**config.mk**
```make
export PLATFORM = sky130hd
export DESIGN_NAME = disparo_tablero
export DESIGN_NICKNAME = d
export VERILOG_FILES = /design/src/rtl/disparo_tablero.sv
export SDC_FILE = /design/constraint.sdc
export NUM_CORES = 1
export LEC_CHECK = 0
export BUFFER_PORTS_ARGS = -buffer_cell sky130_fd_sc_hd__buf_2
export CORE_AREA = 2 2 122 124
export DETAILED_ROUTE_END_ITERATION = 12
export DIE_AREA = 0 0 124 126
export GPL_ROUTABILITY_DRIVEN = 1
export PLACE_DENSITY_LB_ADDON = 0.15
export SYNTH_ARGS = -nofsm -noshare
export SYNTH_HDL_FRONTEND = slang
export SYNTH_SLANG_ARGS = --single-unit
```
**constraint.sdc**
```tcl
create_clock -name clk -period 5.94 [get_ports clk]
set_input_delay 0.594 -clock clk [delete_from_list [all_inputs] [get_ports clk]]
set_output_delay 0.594 -clock clk [all_outputs]
set_load 0.01 [all_outputs]
```
**src/rtl/disparo_tablero.sv**
```systemverilog
// Battleship-style board: a debounced-by-synchronizer button press either places a
// ship cell or fires a shot at (col, fila), reporting a 3-bit result code.
module disparo_tablero #(
    parameter int unsigned FILAS      = 8,
    parameter int unsigned COLS       = 8,
    parameter int unsigned MAX_BARCOS = 5
) (
    input  logic                              clk,
    input  logic                              rst,
    input  logic [$clog2(COLS)-1:0]           col,
    input  logic [$clog2(FILAS)-1:0]          fila,
    input  logic                              modo,
    input  logic                              button_bomba,
    input  logic                              limpiar,
    output logic [COLS*FILAS-1:0]             matriz_barcos,
    output logic [COLS*FILAS-1:0]             matriz_disparos,
    output logic [2:0]                        resultado,
    output logic                              resultado_valido,
    output logic [$clog2(FILAS*COLS+1)-1:0]   num_barcos,
    output logic [$clog2(FILAS*COLS+1)-1:0]   num_aciertos,
    output logic                              fin_juego,
    output logic                              ocupado
);
    localparam int unsigned N  = FILAS * COLS;
    localparam int unsigned CW = $clog2(COLS);
    localparam int unsigned FW = $clog2(FILAS);
    localparam int unsigned NW = $clog2(N + 1);
    localparam int unsigned IW = $clog2(N);

    localparam logic [2:0] NADA        = 3'd0;
    localparam logic [2:0] COLOCADO    = 3'd1;
    localparam logic [2:0] OCUPADO     = 3'd2;
    localparam logic [2:0] ACIERTO     = 3'd3;
    localparam logic [2:0] FALLO       = 3'd4;
    localparam logic [2:0] REPETIDO    = 3'd5;
    localparam logic [2:0] FUERA_RANGO = 3'd6;
    localparam logic [2:0] LLENO       = 3'd7;

    typedef enum logic [1:0] {IDLE, EVAL, RESP, FIN} estado_t;

    estado_t          state, state_n;
    logic             sync1, sync2, sync3, primed, armado;
    logic             det_c, latch_c, in_rango_c, gana_c;
    logic [CW-1:0]    col_q;
    logic [FW-1:0]    fila_q;
    logic             modo_q;
    logic [IW-1:0]    idx_c;
    logic [N-1:0]     barcos_n, disparos_n;
    logic [NW-1:0]    nb_n, na_n;
    logic [2:0]       res_n;

    // Synchronizer plus arming: a press only counts once a released level has been
    // seen from the pin, so a button held through reset release issues nothing.
    always_ff @(posedge clk or posedge rst) begin
        if (rst) begin
            sync1  <= 1'b1;
            sync2  <= 1'b1;
            sync3  <= 1'b1;
            primed <= 1'b0;
            armado <= 1'b0;
        end else begin
            sync1  <= button_bomba;
            sync2  <= sync1;
            sync3  <= sync2;
            primed <= 1'b1;
            armado <= armado | (primed & sync1);
        end
    end

    assign det_c      = armado & sync3 & ~sync2;
    assign in_rango_c = (32'(col_q) < COLS) && (32'(fila_q) < FILAS);
    assign idx_c      = IW'(col_q) * IW'(FILAS) + IW'(fila_q);
    assign gana_c     = (resultado == ACIERTO) && (num_aciertos == num_barcos) &&
                        (num_barcos != '0);

    always_ff @(posedge clk or posedge rst) begin
        if (rst) begin
            state            <= IDLE;
            col_q            <= '0;
            fila_q           <= '0;
            modo_q           <= 1'b0;
            matriz_barcos    <= '0;
            matriz_disparos  <= '0;
            num_barcos       <= '0;
            num_aciertos     <= '0;
            resultado        <= NADA;
            resultado_valido <= 1'b0;
            fin_juego        <= 1'b0;
            ocupado          <= 1'b0;
        end else begin
            state            <= state_n;
            matriz_barcos    <= barcos_n;
            matriz_disparos  <= disparos_n;
            num_barcos       <= nb_n;
            num_aciertos     <= na_n;
            resultado        <= res_n;
            resultado_valido <= (state_n == RESP);
            fin_juego        <= (state_n == FIN);
            ocupado          <= (state_n != IDLE);
            if (latch_c) begin
                col_q  <= col;
                fila_q <= fila;
                modo_q <= modo;
            end
        end
    end

    // Next state and board/counter updates; out-of-range is tested before any cell read matters.
    always_comb begin
        state_n     = state;
        barcos_n    = matriz_barcos;
        disparos_n  = matriz_disparos;
        nb_n        = num_barcos;
        na_n        = num_aciertos;
        res_n       = resultado;
        latch_c     = 1'b0;
        case (state)
            IDLE: begin
                if (det_c) begin
                    latch_c = 1'b1;
                    state_n = EVAL;
                end
            end
            EVAL: begin
                state_n = RESP;
                if (!in_rango_c) begin
                    res_n = FUERA_RANGO;
                end else if (!modo_q) begin
                    if (matriz_barcos[idx_c]) begin
                        res_n = OCUPADO;
                    end else if (num_barcos == NW'(MAX_BARCOS)) begin
                        res_n = LLENO;
                    end else begin
                        barcos_n[idx_c] = 1'b1;
                        nb_n            = num_barcos + NW'(1);
                        res_n           = COLOCADO;
                    end
                end else if (matriz_disparos[idx_c]) begin
                    res_n = REPETIDO;
                end else begin
                    disparos_n[idx_c] = 1'b1;
                    if (matriz_barcos[idx_c]) begin
                        na_n  = num_aciertos + NW'(1);
                        res_n = ACIERTO;
                    end else begin
                        res_n = FALLO;
                    end
                end
            end
            RESP:    state_n = gana_c ? FIN : IDLE;
            FIN:     state_n = FIN;
            default: state_n = IDLE;
        endcase
        if (limpiar) begin
            state_n    = IDLE;
            barcos_n   = '0;
            disparos_n = '0;
            nb_n       = '0;
            na_n       = '0;
            res_n      = NADA;
            latch_c    = 1'b0;
        end
    end
endmodule

```
==> results.md, run 1 <==
* Status: completed
* Final hold violations at 0
* Chip Width at 124 µm
* Initial antenna violation count at 0
* Critical Path Sink: matriz_barcos[48]$_DFFE_PP0P_
* EDFF count, synth at 0
* Setup CP Type: reg -> reg
* Flop2flop setup slack at 1.68 ns
* Crit start category: flop
* Total track usage at 30.9%
* Clock Tree Buf Depth at 2
* RSZ-0062 raised after global routing: false
* Via/cell ratio at 6.45
* Fin nets at 886
* Cell Rows at 44
* Clock network power share at 39.2%
* CTS Root Cell: clkbuf_16
* Placed cell area at 8480 µm²
* Synth top area share at 51.6%
* Initial Util at 53.9%
* Grt total ovfl at 0
* Via count at 6887
* Postcts setup bufs at 0
* Max Fclk at 235 MHz
* Clk slew on worst S/H paths at 0.06 ns
* Slew @ Worst Pin at 1.23 ns
* Area contributors post-synth: dfrtp_1 52%, a31oi_1 10%, nor2_1 7.4%
* DP HPWL at 15400 µm
* Vias in the first global route at 6349
* Remaining DRCs at 0
* Period utilization at 71.7%
* Syn Nets at 766
* Final setup TNS at 0 ns
* CTS Hold Bufs at 0
* Fin. max-slew vios at 0
* CTS H-tree lvls at 4
* Post-synthesis sequential area ratio at 52.6%
* Filler instances at 1195
* Post-CTS sizing at 0
* Min Tclk post-route at 4.26 ns
* Power per cell area at 302 nW/µm²
* FF-to-FF End: matriz_barcos[48]$_DFFE_PP0P_
* Area Overhead vs Synth at 17.4%
* Largest net degree at the start of global routing at 120
* Drt first-iter violations at 827
* Logic pwr share at 17.2%
* CTS tree: built
* Core area at 14300 µm²
* Yosys reg bits at 162
* VDD IR max at 224 µV
* Number of max-cap violations at 0
* Antenna Cells at 0
* Register cell area after layout at 4060 µm²
* CTS buffer count at 17
* Reg power frac at 43.6%
* Critical Path RT at 6.28 ns
* Post-Route WL at 23800 µm
* TritonCTS Sinks at 162
* Top cells by count, synth: 159 x dfrtp_1, 153 x nor2_1, 126 x a31oi_1
* Worst reg2reg path startpoint: fila_q[0]$_DFFE_PP0P_
* Clock skew at 0.00759 ns
* Reg2reg path depth at 10
* Yosys Warn Count at 0
* Worst Setup SP: fila_q[0]$_DFFE_PP0P_
* Post-synthesis async set-or-reset flop share at 100%
* Area leader, netlist: dfrtp_1
* Leak at 4.52 nW
* RD Place Congestion at 0.910
* Finished Cell Area at 9050 µm²
* Clk_lat worst skew at 0.42 ns
* Wire per inst at 22.3 µm
* Layout cells sized above 1 at 27.7%
* Multi-input gate area at 3220 µm²
* I/O pins at 159
* Main flop type after synthesis: dfrtp_1
* Setup-failing EPs final at 0
* Yosys cell types at 58
* DRT antenna net count at 0
* Max FO, Critical Path at 60
* First-pass GRT wire length at 36400 µm
* Avg Synthesized Cell Area at 10.3 µm²
* Die area at 15600 µm²
* Int Pwr at 0.00189 W
* Die Span Y at 126 µm
* Worst Setup End Kind: flop
* Top-count cell post-synth: dfrtp_1
* Post-Synthesis Cells at 751
* Rel. slew slack at 18.2%
* Sw Ratio at 30.9%
* Psw at 0.000846 W
* WP data arrival at 4.61 ns
* DRT Pass-1 Iters at 5
* Cell Area, Synth at 7710 µm²
* Hold Path Class: in -> reg
* PortBufs at 158
[how the worst min path moves through the flow]
stage,start,end,cells past startpoint
3_5_place_dp,sync1$_DFF_PP1_,sync2$_DFF_PP1_,0
5_1_grt,button_bomba,sync1$_DFF_PP1_,1
4_1_cts,button_bomba,sync1$_DFF_PP1_,1
3_3_place_gp,sync1$_DFF_PP1_,sync2$_DFF_PP1_,0
2_1_floorplan,sync2$_DFF_PP1_,sync3$_DFF_PP1_,0
6_report,button_bomba,sync1$_DFF_PP1_,1
[critical path: stages (launching register included)]
cell and delay [ns]:
dfrtp_1 0.73, buf_4 0.36, and3b_1 0.51, a22oi_1 0.34
o21ai_0 0.12, a22o_1 0.23, nor4_2 0.34, buf_4 0.25
and2_2 0.90, a31oi_1 0.24, nor2_1 0.14
[metrics by stage]
step,cells,worst slack [ns],power (W),hold slack (ns),utilization (%)
2_1_floorplan,751,0.974,0.00153,0.354,-
3_3_place_gp,1036,1.84,0.00166,0.356,59.2
3_5_place_dp,1036,1.81,0.00167,0.360,59.2
4_1_cts,1068,1.76,0.00273,0.263,63.3
5_1_grt,1068,1.38,0.00283,0.263,63.3
6_report,1068,1.68,0.00274,0.269,63.3
[cell usage in the layout, fill, tap and decap left out, types with 3 or more instances in the layout]
cell | netlist | routed
dfrtp_1 | 159 | 158
buf_2 | 13 | 157
nor2_1 | 153 | 148
a31oi_1 | 126 | 126
mux2i_1 | 25 | 25
clkbuf_16 | 0 | 17
nand2_1 | 16 | 16
mux2_2 | 16 | 16
buf_4 | 7 | 16
inv_1 | 16 | 15
nor2b_1 | 11 | 11
a21oi_1 | 10 | 10
o21ai_0 | 9 | 9
nand3_1 | 8 | 8
a22oi_1 | 7 | 7
o32ai_1 | 7 | 7
mux4_2 | 7 | 7
o22ai_1 | 7 | 7
xnor2_1 | 7 | 7
xor2_1 | 7 | 7
a211oi_1 | 6 | 6
nand2b_1 | 5 | 5
a22o_1 | 5 | 5
a221oi_1 | 5 | 5
nand4_1 | 5 | 5
nor2_2 | 0 | 5
and3_1 | 4 | 4
and3b_1 | 4 | 4
nor4_1 | 4 | 4
ha_1 | 4 | 4
clkbuf_1 | 41 | 4
o221ai_1 | 3 | 3
nor3_1 | 3 | 3
nor3b_2 | 3 | 3
a221o_1 | 3 | 3
clkinvlp_4 | 0 | 3
clkinv_2 | 0 | 3
dfstp_2 | 3 | 3
[power by group through the flow]
stage	logic [W]	registers [W]	clock network, W
floorplan	0.000377	0.00115	0
finish	0.000472	0.00119	0.00107
global route	0.000497	0.00120	0.00113
detailed placement	0.000457	0.00121	0
CTS	0.000458	0.00119	0.00108
global placement	0.000450	0.00121	0
[metal layers]
layer	part of all wire [%]	vias to the layer above	global-route usage, %
met1	41	3442	44.8
met3	10	57	7.93
met2	46	414	44.5
li1	-	2972	-
met4	3.0	2	12.3
met5	0.12	-	1.64
[layout make-up]
cell class              count  share of cell area [%]
clock inverters             9                    1.17
flip-flops and latches    162                    44.8
multi-input cells         501                    35.6
repair buffers            173                    10.0
well taps                 184                    2.54
inverters                  16                   0.719
clock buffers              23                    5.17
[flip-flops by register name, indices dropped and copies added (netlist names)]
register,cells
state,2
num_aciertos,7
matriz_barcos,64
sync1,1
ocupado,1
sync3,1
primed,1
fin_juego,1
resultado,3
col_q,3
num_barcos,7
modo_q,1
fila_q,3
matriz_disparos,64
sync2,1
armado,1
resultado_valido,1
[kinds of logic (layout without fill, tap and decap cells)]
group / Yosys count / in the layout / synth area share, %
buf+inv: 88 / 221 / 5.81
compound gates: 202 / 202 / 17.7
xor+xnor: 14 / 14 / 1.59
other cells: 1 / 1 / 0.0486
simple gates: 230 / 230 / 13.7
fa+ha+maj: 4 / 4 / 0.649
mux: 50 / 50 / 7.92
flops: 162 / 162 / 52.6
Note: power is estimated with default switching activity, not from simulation.
==> run 2: changes to the inputs <==
==> constraint.sdc (replaced) <==
create_clock -name clk -period 4.2 [get_ports clk]
set_input_delay 0.42 -clock clk [delete_from_list [all_inputs] [get_ports clk]]
set_output_delay 0.42 -clock clk [all_outputs]
set_load 0.01 [all_outputs]
==> results.md, run 2 (synthesis gave the netlist of run 1 again) <==
* WHS at 0.0982 ns
* Drt first-iter violations at 976
* PortBufs at 158
* Clk_lat worst skew at 0.43 ns
* Stages on worst setup path at 7
* Number of max-cap violations at 0
* DRT antenna net count at 0
* Largest registers: matriz_barcos x64, matriz_disparos x64
* Post-CTS sizing at 0
* Die area at 15600 µm²
* Worst Path Buf+Inv at 1
* Via count at 6939
* CTS buffer count at 17
* Post-Route WL at 24700 µm
* Wire per inst at 23.0 µm
* WP data arrival at 4.24 ns
* Slew @ Worst Pin at 1.14 ns
* Power per cell area at 435 nW/µm²
* DRT Pass-1 Iters at 6
* Cells along the critical path: nor2b_1 -> a211oi_1 -> a221o_1 -> a2111oi_4 -> buf_4 -> a31oi_1 -> nor2_1
* Reg2reg path depth at 7
* Multi-input gate area at 3210 µm²
* Commonest non-fill, non-tap cell in the layout: dfrtp_1
* Min Tclk post-route at 3.89 ns
* Via/cell ratio at 6.46
* Commonest non-fill, non-tap cells in the layout: 158 x dfrtp_1, 157 x buf_2, 151 x nor2_1
* Grt total ovfl at 0
* TritonCTS Sinks at 162
* I/O pins at 159
* Max FO, Critical Path at 38
* CTS Hold Bufs at 0
* CTS H-tree lvls at 4
* Setup-failing EPs final at 0
* Register cell area after layout at 4060 µm²
* Crit-path leading delay family: compound AO/OA/AOI/OAI gates
* Crit start category: flop
* Chip Width at 124 µm
* Antenna Cells at 0
* Rel. slew slack at 23.6%
* Hold Path Class: in -> reg
* Filler instances at 1206
* RSZ-0062 raised after global routing: false
* Slowest stage delay, CP at 0.93 ns
* Postcts setup bufs at 0
* Fin. max-slew vios at 0
* Placed cell area at 8540 µm²
* Total track usage at 32.3%
* Clk slew on worst S/H paths at 0.06 ns
* Finished Cell Area at 9140 µm²
* Flop2flop setup slack at 0.31 ns
* Leak at 4.58 nW
* Vias in the first global route at 6700
* Max stage delay cell, worst path: nor2b_1
* Final setup TNS at 0 ns
* Layout cells sized above 1 at 28.1%
* RD Place Congestion at 0.883
* VDD IR max at 346 µV
* Period utilization at 92.7%
* Fin nets at 893
* Area Overhead vs Synth at 18.5%
* WHS Path Cells at 1
* DP HPWL at 16200 µm
* Die Span Y at 126 µm
* Setup CP Type: reg -> reg
* Initial antenna violation count at 0
* Core area at 14300 µm²
* First-pass GRT wire length at 38100 µm
* CTS Root Cell: clkbuf_16
* Final hold violations at 0
* Clock skew at 0.00890 ns
* Max Fclk at 257 MHz
* CTS tree: built
* Initial Util at 53.9%
* Critical Path RT at 4.55 ns
* Clock Tree Buf Depth at 2
* Cell Rows at 44
* Remaining DRCs at 0
* Status: completed
* Largest net degree at the start of global routing at 89
* Worst Setup End Kind: flop
## run 2: cell count changes in the layout (fill, tap and decap cells not counted)
cell and delta:
nor2_1 +3, clkinvlp_4 -1, clkbuf_1 -2, buf_4 +6
inv_6 -1, bufinv_16 +1, nor2_2 -3, buf_12 +1
clkinv_4 +1, clkbuf_8 +1
## run 2: metal layers
metal  wire [µm]  track usage (%)
met5           0                0
met2       11500             48.8
met1        9950             45.9
met4         797             11.6
met3        2480             7.43
## run 2: per-stage QoR
step | cells | setup WS, ns | utilization, % | power (W)
floorplan | 751 | 1.38 | - | 0.00217
global placement | 1043 | 0.591 | 59.6 | 0.00238
detailed placement | 1043 | 0.488 | 59.6 | 0.00239
CTS | 1074 | 0.456 | 63.9 | 0.00397
global route | 1074 | 0.174 | 63.9 | 0.00410
finish | 1074 | 0.306 | 63.9 | 0.00398
## run 2: layout make-up
type / instances / share of cell area (%)
Clock inverter: 9 / 1.42
Inverter: 16 / 0.698
Sequential cell: 162 / 44.4
Multi-Input combinational cell: 501 / 35.1
Tap cell: 184 / 2.52
Timing Repair Buffer: 180 / 10.6
Clock buffer: 22 / 5.19
## run 2: report_power, final
part,internal [W],switching [W]
Combinational,0.000195,0.000512
Clock,0.000978,0.000611
Sequential,0.00159,0.0000953
## run 2: worst paths after layout
check	startpoint	to
worst max register to register	fila_q[1]$_DFFE_PP0P_	matriz_disparos[60]$_DFFE_PP0P_
worst max-delay path	fila_q[1]$_DFFE_PP0P_	matriz_disparos[60]$_DFFE_PP0P_
min in group asynchronous	rst	matriz_barcos[39]$_DFFE_PP0P_
max in group asynchronous	rst	matriz_disparos[6]$_DFFE_PP0P_
worst min-delay path	button_bomba	sync1$_DFF_PP1_
worst min register to register	sync1$_DFF_PP1_	sync2$_DFF_PP1_
==> run 3: changes to the inputs <==
--- a/config.mk
+++ b/config.mk
@@ -6,9 +6,10 @@
 export NUM_CORES = 1
 export LEC_CHECK = 0
 export BUFFER_PORTS_ARGS = -buffer_cell sky130_fd_sc_hd__buf_2
-export CORE_AREA = 2 2 122 124
+export CORE_AREA = 2 2 120 122
+export CTS_BUF_LIST = sky130_fd_sc_hd__clkbuf_8
 export DETAILED_ROUTE_END_ITERATION = 12
-export DIE_AREA = 0 0 124 126
+export DIE_AREA = 0 0 122 124
 export GPL_ROUTABILITY_DRIVEN = 1
 export PLACE_DENSITY_LB_ADDON = 0.15
 export SYNTH_ARGS = -nofsm -noshare
==> results.md, run 3 (synthesis gave the netlist of run 1 again) <==
* Status: completed
* WHS Path Cells at 1
* Layout cells sized above 1 at 28.3%
* DP HPWL at 15400 µm
* Max Fclk at 289 MHz
* Via count at 6988
* RD Place Congestion at 0.901
* Clock network power share at 35.8%
* TritonCTS Sinks at 162
* Clock Tree Buf Depth at 2
* Clk_lat worst skew at 0.47 ns
* FF-to-FF End: matriz_disparos[14]$_DFFE_PP0P_
* Clk slew on worst S/H paths at 0.08 ns
* Worst hold path startpoint: button_bomba
* Reg2reg path depth at 9
* Sw Ratio at 31.4%
* Crit start category: flop
* Multi-input gate area at 3210 µm²
* WP data arrival at 3.85 ns
* Slew @ Worst Pin at 1.15 ns
* Initial antenna violation count at 0
* Worst Setup SP: fila_q[2]$_DFFE_PP0P_
* Grt total ovfl at 0
* First-pass GRT wire length at 36200 µm
* Final hold violations at 0
* Commonest non-fill, non-tap cells in the layout: 158 x dfrtp_1, 157 x buf_2, 151 x nor2_1
* VDD IR max at 225 µV
* Worst Setup End Kind: flop
* Filler instances at 1118
* RSZ-0062 raised after global routing: false
* Core area at 13700 µm²
* Largest net degree at the start of global routing at 163
* CTS H-tree lvls at 4
* Power per cell area at 410 nW/µm²
* Remaining DRCs at 0
* Total track usage at 31.9%
* Postcts setup bufs at 0
* Register cell area after layout at 4060 µm²
* CTS tree: built
* WHS at 0.0549 ns
* PortBufs at 158
* Die Span Y at 124 µm
* Setup CP Type: reg -> reg
* Leak at 4.54 nW
* Number of max-cap violations at 0
* Wire per inst at 22.1 µm
* Vias in the first global route at 6523
* Antenna Cells at 0
* CTS buffer count at 17
* Max FO, Critical Path at 39
* Chip Width at 122 µm
* CTS Hold Bufs at 0
* Logic pwr share at 19.3%
* Fin worst setup slack at 0.736 ns
* Drt first-iter violations at 903
* Int Pwr at 0.00254 W
* Post-Place Setup Slack at 0.825 ns
* DRT Pass-1 Iters at 5
* Commonest non-fill, non-tap cell in the layout: dfrtp_1
* I/O pins at 159
* Post-Route WL at 23700 µm
* Setup-failing EPs final at 0
* Flop2flop setup slack at 0.74 ns
* Post-CTS sizing at 0
* Final cell count without fillers at 1073
* Initial Util at 56.2%
* Die area at 15100 µm²
* Cell Rows at 43
* Psw at 0.00116 W
* Finished Cell Area at 9020 µm²
* Largest registers: matriz_barcos x64, matriz_disparos x64
* Via/cell ratio at 6.51
* Hold Path Class: in -> reg
* Period utilization at 82.5%
* Fin nets at 895
* Critical Path RT at 4.59 ns
* Fin. max-slew vios at 0
* Clock skew at 0.0147 ns
* Worst reg2reg path startpoint: fila_q[2]$_DFFE_PP0P_
* CTS Root Cell: clkbuf_8
* Dpl cells at 1041
* Final setup TNS at 0 ns
* Reg power frac at 44.9%
* Area Overhead vs Synth at 17.0%
* Rel. slew slack at 23.4%
* DRT antenna net count at 0
* WHS Endpoint: sync1$_DFF_PP1_
* Placed cell area at 8560 µm²
* Min Tclk post-route at 3.46 ns
run 3: power groups by stage:
stage | logic (W) | registers [W] | clock network [W]
after global placement | 0.000682 | 0.00169 | 0
after detailed placement | 0.000688 | 0.00169 | 0
final | 0.000713 | 0.00166 | 0.00132
after CTS | 0.000691 | 0.00166 | 0.00133
after global routing | 0.000749 | 0.00167 | 0.00139
after floorplan | 0.000534 | 0.00163 | 0
run 3: layout make-up:
| cell class | count | share of cell area [%] |
|---|---|---|
| well taps | 180 | 2.50 |
| multi-input cells | 501 | 35.6 |
| repair buffers | 182 | 11.1 |
| inverters | 16 | 0.707 |
| clock inverters | 12 | 2.07 |
| flip-flops and latches | 162 | 45.0 |
| clock buffers | 20 | 3.05 |
run 3: worst max path at each step:
stage,depth (start not counted),to
after floorplan,9,num_aciertos[5]$_DFFE_PP0P_
after detailed placement,9,matriz_disparos[14]$_DFFE_PP0P_
after CTS,9,matriz_disparos[14]$_DFFE_PP0P_
after global placement,11,matriz_barcos[8]$_DFFE_PP0P_
after global routing,9,matriz_disparos[4]$_DFFE_PP0P_
final,9,matriz_disparos[14]$_DFFE_PP0P_
run 3: critical path: stages, from the launching register on:
cell and delay [ns]:
dfrtp_2 0.72, buf_4 0.28, mux4_2 0.32, a221oi_1 0.30
nor2_1 0.09, a221o_1 0.32, a2111oi_4 0.56, buf_4 0.47
a31oi_1 0.16, nor2_1 0.13
run 3: metal layers:
layer	GRT usage, %	vias to the layer above	routed length (µm)
li1	-	2992	-
met1	45.8	3493	9780
met2	47.8	442	11100
met3	5.45	61	2100
met4	14.5	0	792
met5	0	-	0
run 3: stage by stage:
step	power, W	util [%]
CTS	0.00368	65.8
global placement	0.00237	62.4
global route	0.00381	65.8
floorplan	0.00217	-
finish	0.00370	65.8
detailed placement	0.00238	62.4
